===== src/rtl/cordic_vectoring_if.sv =====
// rtl/cordic_vectoring_if.sv - sample/result handshake bundle for the CORDIC vectoring engine
interface cordic_vectoring_if #(
  parameter int XY_W    = 16,
  parameter int ANGLE_W = 32
);
  logic                      in_valid;
  logic                      in_ready;
  logic signed [XY_W-1:0]    x_in;
  logic signed [XY_W-1:0]    y_in;
  logic                      out_valid;
  logic                      out_ready;
  logic        [XY_W+1:0]    magnitude;
  logic        [ANGLE_W-1:0] phase;
  logic                      busy;

  modport slave (
    input  in_valid, x_in, y_in, out_ready,
    output in_ready, out_valid, magnitude, phase, busy
  );

  modport master (
    output in_valid, x_in, y_in, out_ready,
    input  in_ready, out_valid, magnitude, phase, busy
  );
endinterface


===== src/rtl/cordic_vectoring.sv =====
// rtl/cordic_vectoring.sv - iterative CORDIC vectoring engine: (x,y) -> magnitude and atan2 phase
// One micro-rotation per clock on a shared datapath; results held until out_ready.
module cordic_vectoring #(
  parameter int XY_W      = 16,
  parameter int ANGLE_W   = 32,
  parameter int ITER      = 16,
  parameter int GUARD     = 3,
  parameter int GAIN_COMP = 0
) (
  input  logic               clk,
  input  logic               rst,
  cordic_vectoring_if.slave  s_if
);
  localparam int IW         = XY_W + GUARD + 2;
  localparam int CW         = (ITER > 1) ? $clog2(ITER) : 1;
  localparam int MW         = XY_W + 2;
  localparam int PW         = IW + 17;
  localparam int KINV_Q15   = 19899;
  localparam int KINV_SHIFT = 15;
  localparam int SH_L       = (ANGLE_W > 32) ? ANGLE_W - 32 : 0;
  localparam int SH_R       = (ANGLE_W < 32) ? 32 - ANGLE_W : 0;
  localparam logic signed [PW-1:0] KINV_EXT = PW'(KINV_Q15);

  // atan(2^-i) as a 32-bit binary angle (2^32 = 2*pi), rescaled to ANGLE_W
  localparam logic [31:0] ATAN32 [0:31] = '{
    32'h2000_0000, 32'h12E4_051E, 32'h09FB_385B, 32'h0511_11D4,
    32'h028B_0D43, 32'h0145_D7E1, 32'h00A2_F61E, 32'h0051_7C55,
    32'h0028_BE53, 32'h0014_5F2F, 32'h000A_2F98, 32'h0005_17CC,
    32'h0002_8BE6, 32'h0001_45F3, 32'h0000_A2FA, 32'h0000_517D,
    32'h0000_28BE, 32'h0000_145F, 32'h0000_0A30, 32'h0000_0518,
    32'h0000_028C, 32'h0000_0146, 32'h0000_00A3, 32'h0000_0051,
    32'h0000_0029, 32'h0000_0014, 32'h0000_000A, 32'h0000_0005,
    32'h0000_0003, 32'h0000_0001, 32'h0000_0001, 32'h0000_0000
  };

  function automatic logic [ANGLE_W-1:0] atan_of(input logic [CW-1:0] i);
    logic [4:0] idx;
    idx = 5'(i);
    return ANGLE_W'(({32'd0, ATAN32[idx]} << SH_L) >> SH_R);
  endfunction

  typedef enum logic [1:0] {S_IDLE, S_ITER, S_DONE} state_t;

  state_t                    r_state;
  state_t                    w_state_nxt;
  logic                      w_in_ready;
  logic                      w_out_valid;
  logic                      w_busy;
  logic                      w_accept;
  logic                      w_last;
  logic                      w_x_neg;
  logic                      w_zero_in;

  logic signed [IW-1:0]      r_x;
  logic signed [IW-1:0]      r_y;
  logic        [ANGLE_W-1:0] r_z;
  logic        [CW-1:0]      r_cnt;
  logic                      r_zero;
  logic        [MW-1:0]      r_mag;
  logic        [ANGLE_W-1:0] r_phase;

  logic signed [IW-1:0]      w_x_ext;
  logic signed [IW-1:0]      w_y_ext;
  logic signed [IW-1:0]      w_x_ld;
  logic signed [IW-1:0]      w_y_ld;
  logic        [ANGLE_W-1:0] w_z_ld;
  logic signed [IW-1:0]      w_x_sh;
  logic signed [IW-1:0]      w_y_sh;
  logic signed [IW-1:0]      w_x_nxt;
  logic signed [IW-1:0]      w_y_nxt;
  logic        [ANGLE_W-1:0] w_z_nxt;
  logic        [ANGLE_W-1:0] w_atan;
  logic signed [PW-1:0]      w_x_wide;
  logic signed [PW-1:0]      w_prod;
  logic signed [PW-1:0]      w_scaled;
  logic signed [PW-1:0]      w_floor;
  logic        [MW-1:0]      w_mag;

  always_ff @(posedge clk or posedge rst) begin
    if (rst) begin
      r_state <= S_IDLE;
    end else begin
      r_state <= w_state_nxt;
    end
  end

  always_comb begin
    w_state_nxt = r_state;
    unique case (r_state)
      S_IDLE: if (w_accept) w_state_nxt = S_ITER;
      S_ITER: if (w_last) w_state_nxt = S_DONE;
      S_DONE: if (s_if.out_ready) w_state_nxt = s_if.in_valid ? S_ITER : S_IDLE;
      default: w_state_nxt = S_IDLE;
    endcase
  end

  always_comb begin
    w_in_ready  = (r_state == S_IDLE) || ((r_state == S_DONE) && s_if.out_ready);
    w_out_valid = (r_state == S_DONE);
    w_busy      = (r_state == S_ITER) || (r_state == S_DONE);
  end

  assign w_accept = s_if.in_valid && w_in_ready;
  assign w_last   = (r_cnt == CW'(ITER - 1));

  // Pre-fold the left half-plane onto the right one so the iterations converge.
  always_comb begin
    w_x_ext   = {{(IW-XY_W){s_if.x_in[XY_W-1]}}, s_if.x_in} <<< GUARD;
    w_y_ext   = {{(IW-XY_W){s_if.y_in[XY_W-1]}}, s_if.y_in} <<< GUARD;
    w_x_neg   = s_if.x_in[XY_W-1];
    w_zero_in = (s_if.x_in == '0) && (s_if.y_in == '0);
    w_x_ld    = w_x_neg ? -w_x_ext : w_x_ext;
    w_y_ld    = w_x_neg ? -w_y_ext : w_y_ext;
    w_z_ld    = w_x_neg ? {1'b1, {(ANGLE_W-1){1'b0}}} : '0;
  end

  always_comb begin
    w_x_sh = r_x >>> r_cnt;
    w_y_sh = r_y >>> r_cnt;
    w_atan = atan_of(r_cnt);
    if (!r_y[IW-1]) begin
      w_x_nxt = r_x + w_y_sh;
      w_y_nxt = r_y - w_x_sh;
      w_z_nxt = r_z + w_atan;
    end else begin
      w_x_nxt = r_x - w_y_sh;
      w_y_nxt = r_y + w_x_sh;
      w_z_nxt = r_z - w_atan;
    end
  end

  // Magnitude taken from the final micro-rotation's x; saturates rather than wraps.
  always_comb begin
    w_x_wide = {{(PW-IW){w_x_nxt[IW-1]}}, w_x_nxt};
    w_prod   = w_x_wide * KINV_EXT;
    w_scaled = (GAIN_COMP != 0) ? (w_prod >>> KINV_SHIFT) : w_x_wide;
    w_floor  = w_scaled >>> GUARD;
    if (w_floor[PW-1]) begin
      w_mag = '0;
    end else if (|w_floor[PW-2:MW]) begin
      w_mag = '1;
    end else begin
      w_mag = w_floor[MW-1:0];
    end
  end

  always_ff @(posedge clk or posedge rst) begin
    if (rst) begin
      r_x     <= '0;
      r_y     <= '0;
      r_z     <= '0;
      r_cnt   <= '0;
      r_zero  <= 1'b0;
      r_mag   <= '0;
      r_phase <= '0;
    end else begin
      if (w_accept) begin
        r_x    <= w_x_ld;
        r_y    <= w_y_ld;
        r_z    <= w_z_ld;
        r_cnt  <= '0;
        r_zero <= w_zero_in;
      end else if (r_state == S_ITER) begin
        r_x   <= w_x_nxt;
        r_y   <= w_y_nxt;
        r_z   <= w_z_nxt;
        r_cnt <= r_cnt + CW'(1);
      end
      if ((r_state == S_ITER) && w_last) begin
        r_mag   <= r_zero ? '0 : w_mag;
        r_phase <= r_zero ? '0 : w_z_nxt;
      end
    end
  end

  assign s_if.in_ready  = w_in_ready;
  assign s_if.out_valid = w_out_valid;
  assign s_if.busy      = w_busy;
  assign s_if.magnitude = r_mag;
  assign s_if.phase     = r_phase;
endmodule


===== src/flat_wrapper.sv =====
// flat-port wrapper written by rule: the top's interface ports become plain ports
module cordic_vectoring_flat 
#(
  parameter int XY_W      = 16,
  parameter int ANGLE_W   = 32,
  parameter int ITER      = 16,
  parameter int GUARD     = 3,
  parameter int GAIN_COMP = 0
)
  (clk, rst, s_if_in_valid, s_if_x_in, s_if_y_in, s_if_out_ready, s_if_in_ready, s_if_out_valid, s_if_magnitude, s_if_phase, s_if_busy);
  cordic_vectoring_if #(.XY_W(XY_W), .ANGLE_W(ANGLE_W)) s_if_i ();
  input  logic clk;
  input  logic rst;
  input wire logic [$bits(s_if_i.in_valid)-1:0] s_if_in_valid;
  input wire logic [$bits(s_if_i.x_in)-1:0] s_if_x_in;
  input wire logic [$bits(s_if_i.y_in)-1:0] s_if_y_in;
  input wire logic [$bits(s_if_i.out_ready)-1:0] s_if_out_ready;
  output wire logic [$bits(s_if_i.in_ready)-1:0] s_if_in_ready;
  output wire logic [$bits(s_if_i.out_valid)-1:0] s_if_out_valid;
  output wire logic [$bits(s_if_i.magnitude)-1:0] s_if_magnitude;
  output wire logic [$bits(s_if_i.phase)-1:0] s_if_phase;
  output wire logic [$bits(s_if_i.busy)-1:0] s_if_busy;
  assign s_if_i.in_valid = s_if_in_valid;
  assign s_if_i.x_in = s_if_x_in;
  assign s_if_i.y_in = s_if_y_in;
  assign s_if_i.out_ready = s_if_out_ready;
  assign s_if_in_ready = s_if_i.in_ready;
  assign s_if_out_valid = s_if_i.out_valid;
  assign s_if_magnitude = s_if_i.magnitude;
  assign s_if_phase = s_if_i.phase;
  assign s_if_busy = s_if_i.busy;
  cordic_vectoring #(.XY_W(XY_W), .ANGLE_W(ANGLE_W), .ITER(ITER), .GUARD(GUARD), .GAIN_COMP(GAIN_COMP)) u_core (.clk(clk), .rst(rst), .s_if(s_if_i));
endmodule

===== config.mk =====
export PLATFORM = sky130hd
export DESIGN_NAME = cordic_vectoring_flat
export DESIGN_NICKNAME = d
export VERILOG_FILES = /design/src/rtl/cordic_vectoring_if.sv /design/src/rtl/cordic_vectoring.sv /design/src/flat_wrapper.sv
export SDC_FILE = /design/constraint.sdc
export NUM_CORES = 1
export LEC_CHECK = 0
export BUFFER_PORTS_ARGS = -buffer_cell sky130_fd_sc_hd__buf_2
export CELL_PAD_IN_SITES_DETAIL_PLACEMENT = 0
export CELL_PAD_IN_SITES_GLOBAL_PLACEMENT = 1
export CORE_MARGIN = 3
export CORE_UTILIZATION = 25
export CTS_BUF_LIST = sky130_fd_sc_hd__clkbuf_2 sky130_fd_sc_hd__clkbuf_4 sky130_fd_sc_hd__clkbuf_8
export DETAILED_ROUTE_END_ITERATION = 10
export PLACE_DENSITY_LB_ADDON = 0.08
export SYNTH_ARGS = -nofsm -noshare
export SYNTH_HDL_FRONTEND = slang
export SYNTH_SLANG_ARGS = --single-unit

===== constraint.sdc =====
create_clock -name clk -period 5.8 [get_ports clk]
set_clock_uncertainty 0.05 [all_clocks]
set_input_delay 1.16 -clock clk [delete_from_list [all_inputs] [get_ports clk]]
set_output_delay 1.16 -clock clk [all_outputs]
set_load 0.01 [all_outputs]

==> impl_metrics.json, run 1 <==
{
  "firstDrtPassIters": 4,
  "grt_max_degree": 56,
  "clk_latency_ns": 0.56,
  "hold_viol": 0,
  "clk_pin_slew_ns": 0.08,
  "regToRegSetupSlack_ns": 0.35,
  "netlist_area_sq_um": 13600,
  "top_level_ports": 89,
  "fin_area_sq_um": 16000,
  "synth_cells": 1567,
  "antenna_cells": 0,
  "antenna_found_initial": 0,
  "drt_iter0_drc": 592,
  "die_w_um": 240,
  "cts-root-buf": "clkbuf_8",
  "setup_viol": 0,
  "arrival_ns": 5.84,
  "cp.required_ns": 6.19,
  "fin_nets": 1820,
  "maxSlewViolCount": 0,
  "worstPathMaxFanout": 16,
  "die_h_um": 240,
  "crit_type": "register to register",
  "maxCapViolations": 0,
  "yosysWarningCount": 0,
  "core_area_sq_um": 53300,
  "dp_cells": 2356,
  "worstSetupEndpointType": "register",
  "cts_tree": "done",
  "track_usage_pct": 17.8,
  "synth_seq_area_share_pct": 23.9,
  "gp_congestion": 0.874,
  "period_share_pct": 93.9,
  "ant_nets": 0,
  "dieArea_sq_um": 57400,
  "synthFlopType": "dfrtp_1",
  "avgViaCountPerCell": 5.13,
  "start_util_pct": 25.6,
  "ys_ff_latch": 130,
  "drc": 0,
  "rsz0062_at_grt": "false",
  "async_flop_share_pct": 100,
  "numCtsBuffers": 17,
  "met1_usage_pct": 22.8,
  "crit_slowest_cell": "mux4_2",
  "wl_per_cell_um": 20.7,
  "run_status": "completed",
  "slowest_delay_ns": 0.55,
  "crit_chain": "buf_12, buf_4, buf_4, mux4_2, mux4_2, nor4_2, nand2_1, or3_1, nor4_2, nor3_1, a21oi_1, o2bb2ai_1, ha_1, nand2_1, o21ai_1, a211oi_2, o41ai_2, xnor2_2, xnor2_2, nor3_4, buf_12, a22o_1",
  "dpl_cell_area_sq_um": 15400,
  "final_cells": 2393,
  "grt_pass1_vias": 12500,
  "grt_use_met3_pct": 2.73,
  "wirelength_um": 49600,
  "rows": 84,
  "port_buffers": 87,
  "area_growth_pct": 17.6,
  "cts.sinks": 130,
  "vias": 12300,
  "cts_max_level": 4,
  "hp-class": "register to register",
  "grt_pass1_wl_um": 77600,
  "cts_max_path_buffers": 2,
  "fmax_mhz": 184,
  "synth_edf_count": 0,
  "max-slew-margin-rel_pct": 25.9,
  "fin_crit_ns": 5.45,
  "start_kind": "register",
  "hpwl_um": 38800,
  "drive_gt1_share_pct": 20.8,
  "gr-total-overflow": 0,
  "avgSynthCellArea_sq_um": 8.70,
  "hold_buffers": 0,
  "synthDistinctLibCells": 78,
  "grt_busiest_layer": "met2",
  "synthesis.nets": 1695,
  "grtUsageMet2_pct": 30.8,
  "final_core_util_pct": 30.1,
  "tightest_slew_ns": 1.11
}
[through the flow]
stage,TNS [ns],hold WS [ns],setup slack [ns]
floorplan,0,0.426,0.0553
global placement,-2.19,0.414,-0.223
detailed placement,-3.90,0.415,-0.309
CTS,0,0.434,0.0263
global route,0,0.450,0.0450
finish,0,0.430,0.353
[synth_stat cells (7+ instances only)]
| cell type | instances | area (sq um) |
|---|---|---|
| a31oi_1 | 24 | 150 |
| buf_1 | 13 | 48.8 |
| and3_1 | 12 | 75.1 |
| nor2b_1 | 16 | 100 |
| o31ai_1 | 23 | 173 |
| mux4_2 | 55 | 1240 |
| clkbuf_1 | 60 | 225 |
| mux2_2 | 16 | 180 |
| nor2_1 | 145 | 544 |
| o21ai_0 | 88 | 440 |
| dfrtp_1 | 130 | 3250 |
| o22ai_1 | 14 | 87.6 |
| a22o_1 | 37 | 324 |
| nor4_1 | 7 | 43.8 |
| nand2_1 | 129 | 484 |
| o21a_1 | 21 | 158 |
| xor2_1 | 55 | 482 |
| a21o_1 | 31 | 233 |
| o211ai_1 | 10 | 75.1 |
| a21oi_1 | 113 | 566 |
| o41ai_1 | 7 | 61.3 |
| mux2i_1 | 83 | 831 |
| a211oi_1 | 16 | 120 |
| nand3_1 | 24 | 120 |
| nand2b_1 | 23 | 144 |
| ha_1 | 89 | 1110 |
| and2_1 | 7 | 43.8 |
| or3_1 | 12 | 75.1 |
| inv_1 | 43 | 161 |
| or2_2 | 8 | 50.1 |
| nor3_1 | 34 | 170 |
| xnor2_1 | 93 | 815 |
| buf_2 | 18 | 90.1 |
[worst max-delay path, delay by kind of cell, from the launching register on]
kind	cells	cell delay (ns)
XOR/XNOR	2	0.35
AO/OA/AOI/OAI	6	1.17
AND/OR/NAND/NOR	7	1.40
flip-flops	1	0.50
multiplexers	2	0.85
buffers and inverters	4	0.65
adder cells (fa/ha/maj)	1	0.34
[cells by family after synthesis]
family	after synthesis	share of synthesized area (%)
buffers and inverters	147	4.57
and+or+nand+nor	449	15.5
DFF	130	23.9
AOI/OAI and AO/OA	443	21.1
xor gates and xnor gates	149	9.63
adders and majority gates	92	8.61
other	1	0.0275
muxes	156	16.7
[path summary, 6_finish.rpt]
check,startpoint,to,depth (start not counted)
worst max-delay path,u_core.r_cnt[1],u_core.s_if.magnitude[5],22
worst min-delay path,u_core.s_if.phase[10],u_core.s_if.phase[10],2
worst max register to register,u_core.r_cnt[1],u_core.s_if.magnitude[5],22
worst min register to register,u_core.s_if.phase[10],u_core.s_if.phase[10],2
max in group asynchronous,rst,u_core.r_y[20],3
min in group asynchronous,rst,u_core.s_if.phase[0],2
[placed cells by master (no fill, tap or decap), types with 7 or more instances in the layout]
master / synthesis / final
a211oi_1: 16 / 14
a21o_1: 31 / 31
a21oi_1: 113 / 111
a22o_1: 37 / 37
a31oi_1: 24 / 23
and3_1: 12 / 12
buf_2: 18 / 87
buf_4: 3 / 109
clkbuf_8: 0 / 21
dfrtp_1: 130 / 125
ha_1: 89 / 87
inv_1: 43 / 42
mux2_2: 16 / 16
mux2i_1: 83 / 83
mux4_2: 55 / 55
nand2_1: 129 / 129
nand2b_1: 23 / 23
nand3_1: 24 / 24
nor2_1: 145 / 144
nor2b_1: 16 / 16
nor3_1: 34 / 32
o211ai_1: 10 / 10
o21a_1: 21 / 21
o21ai_0: 88 / 86
o21ai_1: 6 / 7
o22ai_1: 14 / 14
o31ai_1: 23 / 22
or2_2: 8 / 8
or3_1: 12 / 12
xnor2_1: 93 / 92
xor2_1: 55 / 55
[routing by layer]
metal / share of wire, % / routed length (um)
met1: 46 / 22700
met2: 50 / 24800
met3: 2.3 / 1130
met4: 2.0 / 998
met5: 0 / 0
[registers in the layout (all words and copies together) (netlist names)]
name                   count
u_core.s_if.magnitude     17
u_core.r_z                32
u_core.r_y                21
u_core.r_zero              1
u_core.r_x                21
u_core.s_if.phase         32
u_core.r_state             2
u_core.r_cnt               4
[repair_timing]
item,4_1_cts,5_1_grt
setup buffers,1,4
pin swaps,1,1
endpoints found under the setup margin,22,40
gates resized for setup,5,22
[cell type report]
cell class,count,area (sq um)
clock buffer,21,289
clock inverter,11,149
fill,5701,37300
inverter,48,185
multi-input combinational,1290,9870
sequential,130,3260
tap,688,861
timing repair buffer,205,1420
Power of run 1 is not shown: default switching activity piles up to over one toggle a cycle in this logic, so the estimate is an artifact.
==> inputs of run 2 (changes only) <==
--- a/config.mk
+++ b/config.mk
@@ -12,7 +12,7 @@
 export CORE_UTILIZATION = 25
 export CTS_BUF_LIST = sky130_fd_sc_hd__clkbuf_2 sky130_fd_sc_hd__clkbuf_4 sky130_fd_sc_hd__clkbuf_8
 export DETAILED_ROUTE_END_ITERATION = 10
-export PLACE_DENSITY_LB_ADDON = 0.08
+export PLACE_DENSITY_LB_ADDON = 0.12
 export SYNTH_ARGS = -nofsm -noshare
 export SYNTH_HDL_FRONTEND = slang
 export SYNTH_SLANG_ARGS = --single-unit
==> impl_metrics.json, run 2 (synthesized netlist as in run 1, its figures left out) <==
{
  "run_status": "completed",
  "period_share_pct": 94.2,
  "worstSetupEndpointType": "register",
  "clk_pin_slew_ns": 0.09,
  "regToRegSetupSlack_ns": 0.34,
  "reg2regPathDepth": 25,
  "arrival_ns": 5.82,
  "cts_max_level": 4,
  "firstDrtPassIters": 5,
  "path_delay_family": "compound AO/OA/AOI/OAI gates",
  "hold_viol": 0,
  "tightest_slew_ns": 0.916,
  "numCtsBuffers": 17,
  "slowest_delay_ns": 0.56,
  "start_kind": "register",
  "antenna_found_initial": 0,
  "gr-total-overflow": 0,
  "core_area_sq_um": 53300,
  "top_level_ports": 89,
  "dieArea_sq_um": 57400,
  "grt_pass1_vias": 12400,
  "cp.required_ns": 6.16,
  "drt_iter0_drc": 589,
  "antenna_cells": 0,
  "rsz0062_at_grt": "false",
  "drc": 0,
  "area_growth_pct": 16.0,
  "crit_type": "register to register",
  "hp-class": "register to register",
  "hpwl_um": 37400,
  "die_w_um": 240,
  "holdWs_ns": 0.428,
  "setup_viol": 0,
  "fin_crit_ns": 5.46,
  "final_cell_mix": "144 x nor2_1, 129 x nand2_1, 125 x dfrtp_1, 111 x a21oi_1, 101 x buf_4",
  "critPathBufInv": 4,
  "worstPathMaxFanout": 9,
  "cts_max_path_buffers": 2,
  "max-slew-margin-rel_pct": 38.8,
  "fmax_mhz": 183,
  "port_buffers": 87,
  "drive_gt1_share_pct": 20.0,
  "wirelength_um": 48500,
  "maxCapViolations": 0,
  "cp_common_cell": "buf_4",
  "layout_commonest_cell": "nor2_1",
  "wl_per_cell_um": 20.4,
  "crit_slowest_cell": "dfrtp_4",
  "ant_nets": 0,
  "grt_max_degree": 89,
  "avgViaCountPerCell": 5.14,
  "final_core_util_pct": 29.7,
  "cts-root-buf": "clkbuf_8",
  "start_util_pct": 25.6,
  "hold_depth": 2,
  "maxSlewViolCount": 0,
  "cts.sinks": 130,
  "track_usage_pct": 17.3,
  "clk_latency_ns": 0.56,
  "cts_tree": "done",
  "grt_pass1_wl_um": 75500,
  "fin_nets": 1808,
  "cp.depth": 25,
  "die_h_um": 240,
  "vias": 12200,
  "rows": 84,
  "gp_congestion": 0.863
}
[run 2: path summary, 6_finish.rpt]
kind	start	end
worst max-delay path	u_core.r_cnt[1]	u_core.r_z[25]
min in group asynchronous	rst	u_core.s_if.phase[0]
worst max register to register	u_core.r_cnt[1]	u_core.r_z[25]
max in group asynchronous	rst	u_core.r_y[20]
worst min register to register	u_core.s_if.phase[31]	u_core.s_if.phase[31]
worst min-delay path	u_core.s_if.phase[31]	u_core.s_if.phase[31]
[run 2: cell type report]
type / count / area, sq um
clock buffer: 23 / 292
clock inverter: 9 / 81.3
fill: 5754 / 37500
inverter: 48 / 185
multi-input combinational: 1290 / 9850
sequential: 130 / 3260
tap: 688 / 861
timing repair buffer: 193 / 1280
[run 2: repair_timing]
action / 4_1_cts / 5_1_grt
resized for setup: 3 / 17
setup endpoints to repair: 17 / 40
pin swaps: 0 / 2
buffers inserted: 0 / 3
hold buffers: 0 / 0
[run 2: through the flow]
step                      worst slack (ns)  cells  TNS (ns)  cell area, sq um
after global placement             -0.0733   2346     -1.17             15300
after detailed placement            -0.108   2346     -1.24             15300
after floorplan                     0.0553   1567         0             13600
after global routing                0.0125   2381         0             15800
final                                0.339   2381         0             15800
after CTS                           0.0841   2378         0             15700
[run 2: per-layer routing]
| metal | up-vias | wire length [um] | track usage, % |
|---|---|---|---|
| li1 | 5989 | - | - |
| met1 | 5978 | 22200 | 22.1 |
| met2 | 238 | 23700 | 29.7 |
| met3 | 44 | 1540 | 2.60 |
| met4 | 0 | 1090 | 5.64 |
| met5 | - | 0 | 0 |
[run 2: worst reg2reg max path, stage by stage, from the launching register on]
cell      delay (ns)
dfrtp_4         0.56
buf_4           0.21
ha_1            0.27
nor2_1          0.19
nand3b_1        0.13
o21ai_0         0.18
a211oi_1        0.26
buf_4           0.15
nand2_1         0.08
nor2_2          0.15
and2_1          0.17
nor2_1          0.10
xnor2_1         0.26
ha_1            0.32
a21o_1          0.18
a21o_1          0.17
a21o_1          0.20
a221o_1         0.29
a31oi_1         0.22
a21boi_1        0.11
buf_4           0.17
or3_1           0.31
a21oi_1         0.18
xor2_1          0.19
buf_4           0.14
o21ai_0         0.07
Power of run 2 is left out for the same reason.
==> inputs of run 3 (changes only) <==
--- a/config.mk
+++ b/config.mk
@@ -5,6 +5,7 @@
 export SDC_FILE = /design/constraint.sdc
 export NUM_CORES = 1
 export LEC_CHECK = 0
+export ABC_CLOCK_PERIOD_IN_PS = 4400
 export BUFFER_PORTS_ARGS = -buffer_cell sky130_fd_sc_hd__buf_2
 export CELL_PAD_IN_SITES_DETAIL_PLACEMENT = 0
 export CELL_PAD_IN_SITES_GLOBAL_PLACEMENT = 1
==> constraint.sdc (replaced) <==
create_clock -name clk -period 4.4 [get_ports clk]
set_clock_uncertainty 0.05 [all_clocks]
set_input_delay 0.88 -clock clk [delete_from_list [all_inputs] [get_ports clk]]
set_output_delay 0.88 -clock clk [all_outputs]
set_load 0.01 [all_outputs]
==> impl_metrics.json, run 3 (synthesized netlist as in run 1, its figures left out) <==
{
  "tightest_slew_ns": 0.975,
  "rsz0062_at_grt": "true",
  "worstSetupEndpointType": "register",
  "cts.sinks": 130,
  "top_level_ports": 89,
  "gp_congestion": 0.855,
  "drc": 0,
  "drt_iter0_drc": 659,
  "port_buffers": 87,
  "rows": 84,
  "core_area_sq_um": 53300,
  "setup_viol": 73,
  "slowest_delay_ns": 0.52,
  "hp-class": "primary input to asynchronous set/reset pin",
  "crit_type": "register to register",
  "startpoint": "u_core.r_cnt[1]",
  "ant_nets": 0,
  "area_growth_pct": 53.5,
  "setup_ws_ns": -0.713,
  "run_status": "complete, but fails checks",
  "numCtsBuffers": 17,
  "fin_nets": 2234,
  "cp_common_cell": "buf_6",
  "wl_per_cell_um": 19.3,
  "max-slew-margin-rel_pct": 35.0,
  "maxSlewViolCount": 0,
  "regToRegSetupSlack_ns": -0.71,
  "crit_chain": "buf_6, buf_6, mux4_2, mux2_4, mux2_4, nor4_4, nand2_1, or3_4, buf_6, nor2_4, xnor2_1, o22ai_1, ha_1, a21oi_2, o21ai_4, a211oi_4, o41ai_2, xnor2_1, xnor2_2, nor3_4, buf_12, a22o_1",
  "start_util_pct": 25.6,
  "final_cell_mix": "483 x buf_4, 125 x dfrtp_1, 123 x nand2_1, 120 x nor2_1, 87 x buf_2",
  "fin_crit_ns": 5.11,
  "wirelength_um": 54100,
  "avgViaCountPerCell": 4.99,
  "crit_slowest_cell": "dfrtp_4",
  "fin_area_sq_um": 20900,
  "worstPathMaxFanout": 16,
  "dieArea_sq_um": 57400,
  "firstDrtPassIters": 5,
  "period_share_pct": 116,
  "layout_commonest_cell": "buf_4",
  "cts_max_level": 4,
  "hold_viol": 0,
  "cts-root-buf": "clkbuf_8",
  "hpwl_um": 41500,
  "arrival_ns": 5.50,
  "gr-total-overflow": 0,
  "cts_tree": "done",
  "cts_max_path_buffers": 2,
  "cp.required_ns": 4.79,
  "hold_buffers": 0,
  "grt_max_degree": 74,
  "violations": "setup timing",
  "drive_gt1_share_pct": 46.1,
  "maxCapViolations": 0,
  "track_usage_pct": 19.0,
  "grt_pass1_vias": 14300,
  "die_h_um": 240,
  "clk_latency_ns": 0.55,
  "r2r_start": "u_core.r_cnt[1]",
  "dpl_cell_area_sq_um": 18200,
  "fmax_mhz": 196,
  "holdWs_ns": 0.328,
  "grt_pass1_wl_um": 83800,
  "vias": 14000,
  "antenna_cells": 0,
  "clk_pin_slew_ns": 0.09,
  "antenna_found_initial": 0,
  "die_w_um": 240,
  "start_kind": "register"
}
## run 3: path summary, 6_finish.rpt
path | end | cells after the start
min | u_core.s_if.phase[2] | 2
min reg2reg | u_core.s_if.phase[31] | 2
max in group asynchronous | u_core.r_y[20] | 3
max reg2reg | u_core.s_if.magnitude[11] | 22
max | u_core.s_if.magnitude[11] | 22
min in group clk | u_core.s_if.phase[31] | 2
## run 3: through the flow
stage                     instances  worst slack, ns  util [%]  TNS [ns]
after CTS                      2774           -0.684      37.5    -29.72
after global routing           2807           -0.884      39.3    -47.42
after floorplan                1567           -0.698         -    -21.52
final                          2807           -0.713      39.3    -31.97
after global placement         2694            -1.18      34.1    -52.88
after detailed placement       2694            -1.17      34.1    -54.63
## run 3: per-layer routing
layer | part of all wire, % | up-vias | GRT usage, % | wire, um
li1 | - | 6851 | - | -
met1 | 45 | 6852 | 24.2 | 24200
met5 | 0 | - | 0.168 | 0
met3 | 3.3 | 57 | 2.90 | 1780
met2 | 49 | 254 | 33.0 | 26600
met4 | 2.8 | 0 | 6.21 | 1510
## run 3: layout make-up
cell class,instances,area (sq um)
Tap cell,688,861
Inverter,48,195
Timing Repair Buffer,619,4770
Clock inverter,12,203
Sequential cell,130,3260
Fill cell,5436,32400
Multi-Input combinational cell,1290,11400
Clock buffer,20,269
## run 3: what timing repair did
item | in CTS | in global routing
gates resized for setup | 207 | 149
setup buffers | 48 | 39
hold endpoints to repair | 0 | 0
gates cloned | 3 | 0
pin swaps | 99 | 92
setup endpoints to repair | 82 | 88
## run 3: worst max-delay path: cells and delay by family (launching register included)
kind	cells	cell delay [ns]
XOR/XNOR	3	0.57
AO/OA/AOI/OAI	6	0.92
flip-flops	1	0.52
multiplexers	3	1.02
buffers and inverters	4	0.55
adder cells (fa/ha/maj)	1	0.42
AND/OR/NAND/NOR	5	0.94
Power of run 3 is left out for the same reason.
